===== config.mk =====
export PLATFORM = sky130hd
export DESIGN_NAME = top
export DESIGN_NICKNAME = d
export VERILOG_FILES = /design/src/rtl/top.sv
export SDC_FILE = /design/constraint.sdc
export NUM_CORES = 1
export LEC_CHECK = 0
export CORE_ASPECT_RATIO = 0.9
export CORE_MARGIN = 1
export CORE_UTILIZATION = 47
export DETAILED_ROUTE_END_ITERATION = 16
export SETUP_SLACK_MARGIN = 0.2
export SLEW_MARGIN = 40
export SYNTH_ARGS = -nofsm -noshare
export SYNTH_HDL_FRONTEND = slang
export SYNTH_SLANG_ARGS = --single-unit

===== constraint.sdc =====
create_clock -name clk -period 2.2 [get_ports clk]
set_input_delay 0.44 -clock clk [delete_from_list [all_inputs] [get_ports clk]]
set_output_delay 0.44 -clock clk [all_outputs]
set_load 0.005 [all_outputs]

===== src/rtl/top.sv =====
// rtl/top.sv - AXI4-Lite master FSM driving an internal AXI4-Lite slave register file.
// Optional macro AXIL_ADDR_CHECK_EN: out-of-range addresses answer SLVERR instead of aliasing.
module top #(
   parameter int ADDR_W   = 32,
   parameter int DATA_W   = 32,
   parameter int NUM_REGS = 16
) (
   input  logic              clk,
   input  logic              reset,
   input  logic              wr_en,
   input  logic              rd_en,
   input  logic [ADDR_W-1:0] addr,
   input  logic [DATA_W-1:0] wdata_in,
   output logic [DATA_W-1:0] rdata_out,
   output logic              read_done,
   output logic              write_done,
   output logic              busy,
   output logic              error
);

   localparam int IDX_W = $clog2(NUM_REGS);
   localparam int STRB_W = DATA_W / 8;

   localparam logic [2:0] IDLE    = 3'd0;
   localparam logic [2:0] WR_REQ  = 3'd1;
   localparam logic [2:0] WR_RESP = 3'd2;
   localparam logic [2:0] RD_REQ  = 3'd3;
   localparam logic [2:0] RD_RESP = 3'd4;

   logic [2:0]        state;
   logic [ADDR_W-1:0] req_addr;
   logic [DATA_W-1:0] req_data;

   logic              aw_valid, aw_ready;
   logic [ADDR_W-1:0] aw_addr;
   logic              w_valid, w_ready;
   logic [DATA_W-1:0] w_data;
   logic [STRB_W-1:0] w_strb;
   logic              b_valid, b_ready;
   logic [1:0]        b_resp;
   logic              ar_valid, ar_ready;
   logic [ADDR_W-1:0] ar_addr;
   logic              r_valid, r_ready;
   logic [DATA_W-1:0] r_data;
   logic [1:0]        r_resp;

   // Master channel outputs decode straight from state, so payload stays stable until READY.
   assign aw_valid = (state == WR_REQ);
   assign w_valid  = (state == WR_REQ);
   assign aw_addr  = req_addr;
   assign w_data   = req_data;
   assign w_strb   = '1;
   assign b_ready  = (state == WR_RESP);
   assign ar_valid = (state == RD_REQ);
   assign ar_addr  = req_addr;
   assign r_ready  = (state == RD_RESP);
   assign busy     = (state != IDLE);

   always_ff @(posedge clk or negedge reset) begin
      if (!reset) begin
         state      <= IDLE;
         req_addr   <= '0;
         req_data   <= '0;
         rdata_out  <= '0;
         read_done  <= 1'b0;
         write_done <= 1'b0;
         error      <= 1'b0;
      end else begin
         read_done  <= 1'b0;
         write_done <= 1'b0;
         case (state)
            IDLE: begin
               if (wr_en) begin
                  req_addr <= addr;
                  req_data <= wdata_in;
                  state    <= WR_REQ;
               end else if (rd_en) begin
                  req_addr <= addr;
                  state    <= RD_REQ;
               end
            end
            WR_REQ: begin
               if (aw_valid && aw_ready && w_valid && w_ready) state <= WR_RESP;
            end
            WR_RESP: begin
               if (b_valid && b_ready) begin
                  write_done <= 1'b1;
                  error      <= b_resp[1];
                  state      <= IDLE;
               end
            end
            RD_REQ: begin
               if (ar_valid && ar_ready) state <= RD_RESP;
            end
            RD_RESP: begin
               if (r_valid && r_ready) begin
                  rdata_out <= r_data;
                  read_done <= 1'b1;
                  error     <= r_resp[1];
                  state     <= IDLE;
               end
            end
            default: state <= IDLE;
         endcase
      end
   end

   logic [DATA_W-1:0] regs [NUM_REGS];
   logic [IDX_W-1:0]  aw_idx, ar_idx;
   logic              aw_bad, ar_bad;
   logic              unused_bits;

   assign aw_idx = aw_addr[2 +: IDX_W];
   assign ar_idx = ar_addr[2 +: IDX_W];

`ifdef AXIL_ADDR_CHECK_EN
   assign aw_bad      = |aw_addr[ADDR_W-1:2+IDX_W];
   assign ar_bad      = |ar_addr[ADDR_W-1:2+IDX_W];
   assign unused_bits = ^{aw_addr[1:0], ar_addr[1:0]};
`else
   assign aw_bad      = 1'b0;
   assign ar_bad      = 1'b0;
   assign unused_bits = ^{aw_addr[ADDR_W-1:2+IDX_W], aw_addr[1:0],
                          ar_addr[ADDR_W-1:2+IDX_W], ar_addr[1:0]};
`endif

   always_ff @(posedge clk or negedge reset) begin
      if (!reset) begin
         aw_ready <= 1'b0;
         w_ready  <= 1'b0;
         b_valid  <= 1'b0;
         b_resp   <= 2'b00;
         ar_ready <= 1'b0;
         r_valid  <= 1'b0;
         r_resp   <= 2'b00;
         r_data   <= '0;
         for (int i = 0; i < NUM_REGS; i++) regs[i] <= '0;
      end else begin
         aw_ready <= 1'b0;
         w_ready  <= 1'b0;
         ar_ready <= 1'b0;

         // AW and W are only accepted together, one cycle after both are presented.
         if (aw_valid && w_valid && !aw_ready && !b_valid) begin
            aw_ready <= 1'b1;
            w_ready  <= 1'b1;
         end
         if (aw_valid && aw_ready && w_valid && w_ready) begin
            if (!aw_bad) begin
               for (int b = 0; b < STRB_W; b++)
                  if (w_strb[b]) regs[aw_idx][8*b +: 8] <= w_data[8*b +: 8];
            end
            b_valid <= 1'b1;
            b_resp  <= aw_bad ? 2'b10 : 2'b00;
         end else if (b_valid && b_ready) begin
            b_valid <= 1'b0;
         end

         if (ar_valid && !ar_ready && !r_valid) ar_ready <= 1'b1;
         if (ar_valid && ar_ready) begin
            r_valid <= 1'b1;
            r_data  <= ar_bad ? '0 : regs[ar_idx];
            r_resp  <= ar_bad ? 2'b10 : 2'b00;
         end else if (r_valid && r_ready) begin
            r_valid <= 1'b0;
         end
      end
   end

endmodule


[Word level (Yosys, flattened, before mapping)]
Index checks and enable logic that the tools add are counted.
Storage, ports and cells
  register bits: 624
  input port bits: 68
  output and inout bits: 36
  word-level logic and storage cells: 104
Cells by class
  magnitude comparators: 2
  equality and inequality tests: 9
  muxes and demuxes: 38
  bitwise operators: 1
  reductions and logical operators: 26
Operators with widths (count)
  bitwise mux 512 bit: 4
  two-way mux 512 bit: 3
  demux 32 bit (select 4 bit): 4
  binary-select mux 32 bit (select 4 bit): 1
  two-way mux 32 bit: 3
  two-way mux 24 bit: 1
  two-way mux 3 bit: 6
  two-way mux 16 bit: 1
  one-hot mux 3 bit (5 select lines): 1
  two-way mux 6 bit: 2
  logical AND 1 bit: 11
  two-way mux 1 bit: 10
  two-way mux 8 bit: 1
  != test 2 x 1 -> 1 bit (second input constant): 4
  nonzero test 2 bit: 4
  == test 3 x 2 -> 1 bit (second input constant): 2
  AND reduction 2 bit: 3
  greater-or-equal comparator 5 bit (second input constant): 1
  < comparator 5 x 1 -> 1 bit (second input constant): 1
  inverter 4 -> 5 bit: 1
  AND reduction 5 bit: 1
  zero test 1 bit: 4
  == test 3 x 1 -> 1 bit (second input constant): 1
  == test 3 bit (second input constant): 1
  5 further kinds: 5

[Longest topological paths before layout]
  depth in word-level cells: 12
  depth in mapped cells: 8
  mapped depth without buffers: 4

[Worst setup path before layout]
No wires, ideal clock.
  path type: register to register
  start: register req_addr[4] (netlist: ar_addr[4])
  end: register r_data[17]
  setup time: 124 ps
  data arrival time: 1688 ps
  required time: 2076 ps
  slack: 388 ps
  stages on the path, launching flop included: 7
  buffers on the path: 2
  period minus slack after synthesis: 1812 ps
  cell sequence: dfrtp_1 -> buf_4 -> buf_2 -> mux4_2 -> mux2_2 -> a22oi_1 -> nand2_1
Between the ends
  cells in the longest elaborated chain, start to end: 4
Ends and longest elaborated chain
  start: declaration: line 31  | logic [ADDR_W-1:0] req_addr;
  start signal: assignment: line 74  | req_addr <= addr;
  start signal: assignment: line 78  | req_addr <= addr;
  inverter 4 -> 5 bit (not written as such): line 162  | r_data <= ar_bad ? '0 : regs[ar_idx];
  binary-select mux 32 bit (select 4 bit): line 162
  two-way mux 32 bit (not written as such) (2 in a row): line 162
  end signal: assignment: line 162
  end: declaration: line 44  | logic [DATA_W-1:0] r_data;
Every way passes these cells. The select of a mux whose other input is x is not followed.
A chain may end at the register's enable or synchronous reset.

[Worst setup path after layout]
  start: register req_addr[4] (netlist: ar_addr[4])
  end: register regs[151] (netlist bit)
Between the ends
  cells in the longest elaborated chain, start to end: 9
  elaborated cells between the ends (all ways): 16
  those cells by class: 2 x order compare; 12 x mux; 1 x bitwise; 1 x reduce/logical
Ends and longest elaborated chain
  inverter 4 -> 5 bit (not written as such) (*): line 151  | if (w_strb[b]) regs[aw_idx][8*b +: 8] <= w_data[8*b +: 8];
  parallel branches: the longest is 7 deep, another holds greater-or-equal comparator 5 bit
  bitwise mux 512 bit (*): line 151
  end signal: indexed assignment: line 151
  end: declaration: line 108  | logic [DATA_W-1:0] regs [NUM_REGS];
Mark *: on every way between the ends. The select of a mux whose other input is x is not followed.

==> results.yml <==
die:
  core_um2: 56900
  dieArea_um2: 58500
  dieHeight_um: 230
  pin_count: 104
  num_rows: 83
  die_w_um: 255
  initial_core_util_pct: 47.5
final_layout:
  finalNonFillerCells: 2699
  nFillCells: 4587
  n_antenna_cell: 0
  nNetsFinal: 1952
  syn2layout_area_growth_pct: 20.2
  drive_above_1_share_pct: 50.5
logic_synthesis:
  ys_ff_latch: 621
  synth_cells: 1742
  synth.distinct_cells: 38
  syn_nets: 1810
  syn-cell-area_um2: 27000
  syn_area_per_cell_um2: 15.5
  ys_seq_area_share_pct: 57.5
  yosys_warnings: 0
setup_path:
  reg2reg_slack_ps: 120
  required_ps: 2680
  path_max_fanout: 5
  critPathArrivalTime_ps: 2560
  crit-reg2reg-launch: "ar_addr[4]"
  worstRegToRegCells: 7
  worstSetupEndpointType: "flip-flop"
  crit_type: "reg2reg"
  r2r-end: "regs[151]"
  startpoint_type: "flip-flop"
sta:
  maxSlewHeadroom_pct: 59.0
  rsz0062_at_grt: "true"
  period_needed_ps: 2080
  drv_slew: 0
  fin_tns_setup_ps: 0
  hold_viol_final: 0
  setup_viol: 0
  worst_pin_slew_ps: 615
  fmax_ghz: 0.480
  finClkSkew_ps: 20.5
  fin_crit_sh_pct: 94.7
clock_tree:
  numCtsBuffers: 68
  insertion_delay_ps: 600
  cts_sinks: 621
  cts_buffer_depth: 3
  clk_pin_slew_ps: 60
  cts_root_buffer: "clkbuf_16"
  cts_tree: "done"
  htree_levels: 3
drt:
  drtAntennaViolNets: 0
  via_count: 15452
  drcViolationCount: 0
  first_pass_iters: 5
  vias_per_cell: 5.73
  drt_iter0_markers: 872
  wl_per_cell_um: 24.9
  postRouteWirelength_um: 67100
power_and_ir_drop:
  powerDensity_nw_per_um2: 1240
  p_leak_nw: 15.8
  peakVddDrop_mv: 0.758
global_routing:
  overflow: 0
  grt_pass1_vias: 16428
  grt_max_degree: 90
  grt_pass1_wl_um: 102000
  grt_use_total_pct: 23.4
  antenna_found_initial: 0
placement:
  placedCellCount: 2552
  placement.io_buffers: 74
  globalplace.congestion: 0.753
  place_hpwl_um: 39700
job:
  cap_viol_max_count: 0
outcome:
  status: "completed"
worst_hold_path:
  worstHoldPathType: "in2async"
timing repair:
item	CTS	global route
cloned	2	5
pin swaps	1	1
setup endpoints to repair	105	366
setup buffers	14	5
resized for setup	13	54
endpoints found under the hold margin	94	0
hold buffers	1	0
registers in the layout (all words and copies together), names as in the netlist, 3 cells and up:
name and flops:
regs 512, ar_addr 4, req_data 32, r_data 32, rdata_out 32, state 3
synthesized netlist by cell type, drive strengths merged:
cell type,number,area [um^2]
a21o,1,7.51
a21oi,19,95.1
a221o,1,10.0
a221oi,2,17.5
a22o,1,8.76
a22oi,41,308
a31oi,1,6.26
and2,2,12.5
and2b,1,7.51
and3,5,31.3
and4b,1,10.0
buf,95,543
clkbuf,51,194
conb,1,3.75
dfrtp,621,15500
inv,5,18.8
mux2,597,6720
mux2i,72,721
mux4,93,2090
nand2,30,113
nand3,2,10.0
nand3b,1,7.51
nand4b,1,8.76
nand4bb,1,11.3
nor2,25,93.8
nor2b,2,12.5
nor3,25,145
nor4b,1,8.76
o21ai,6,30.0
o22ai,35,219
or3,1,6.26
or3b,2,17.5
critical path, cell delays in order, from the launching register on:
cell	delay, ps
dfrtp_4	490
clkbuf_4	200
buf_4	170
nor3_4	190
and3_4	240
buf_12	150
clkbuf_16	180
mux2_2	330
cell families after synthesis:
| group | count (synthesis) | share of synthesized area (%) |
|---|---|---|
| AOI/OAI and AO/OA | 107 | 2.60 |
| buffers and inverters | 151 | 2.80 |
| DFF | 621 | 57.5 |
| muxes | 762 | 35.3 |
| other | 1 | 0.0139 |
| and+or+nand+nor | 100 | 1.83 |
where the power goes:
group / switching (mW) / internal (mW)
Clock: 4.58 / 7.22
Combinational: 4.25 / 6.25
Sequential: 3.10 / 14.9
cells in the final DEF, fill, tap and decap left out, types with 6 or more instances in the layout:
master	netlist	routed
mux4_2	93	93
mux2_4	0	28
dfrtp_1	621	617
nand2_2	0	10
buf_6	1	6
clkbuf_1	49	13
buf_12	0	51
buf_4	26	74
o21ai_0	6	6
mux2i_1	72	71
clkinv_2	0	7
bufinv_16	0	6
nand2_1	30	18
a21oi_1	19	19
clkbuf_8	0	18
a22oi_1	41	41
mux2_2	587	566
nor2_1	25	24
clkbuf_16	0	76
o22ai_1	35	33
nor3_1	21	18
clkdlybuf4s50_1	0	70
cell type report:
class	count	area, um^2	share of cell area (%)
clock buffer	102	2070	6.38
clock inverter	18	259	0.797
inverter	5	18.8	0.0577
multi-input combinational	970	11000	33.8
sequential	621	15500	47.8
tap	765	957	2.94
timing repair buffer	218	2670	8.22
metal layers:
layer  GRT usage (%)  vias up  routed length [um]
met2            36.3      256               31700
met4            5.46        0                1340
met1            34.5     8379               31600
met5               0        -                   0
li1                -     6718                   -
met3            3.92       99                2450
through the flow:
step	instance area, um^2	total power [mW]	worst slack [ps]	utilization (%)	hold slack [ps]
3_3_place_gp	29500	27.6	118	51.9	306
3_5_place_dp	29500	28.2	93.2	51.9	309
6_report	32500	40.3	116	57.1	293
2_1_floorplan	27000	24.4	388	-	144
5_1_grt	32500	42.4	97.0	57.1	285
4_1_cts	32100	40.3	151	56.4	264
how the worst max path moves through the flow:
| stage | start | end | cells past startpoint |
|---|---|---|---|
| after floorplan | ar_addr[4] | r_data[17] | 6 |
| after global placement | ar_addr[2] | r_data[2] | 4 |
| after detailed placement | ar_addr[2] | regs[145] | 4 |
| after CTS | state[1] | regs[149] | 8 |
| after global routing | ar_addr[4] | regs[203] | 8 |
| final | ar_addr[4] | regs[151] | 7 |
Note: power is estimated with default switching activity, not from simulation.
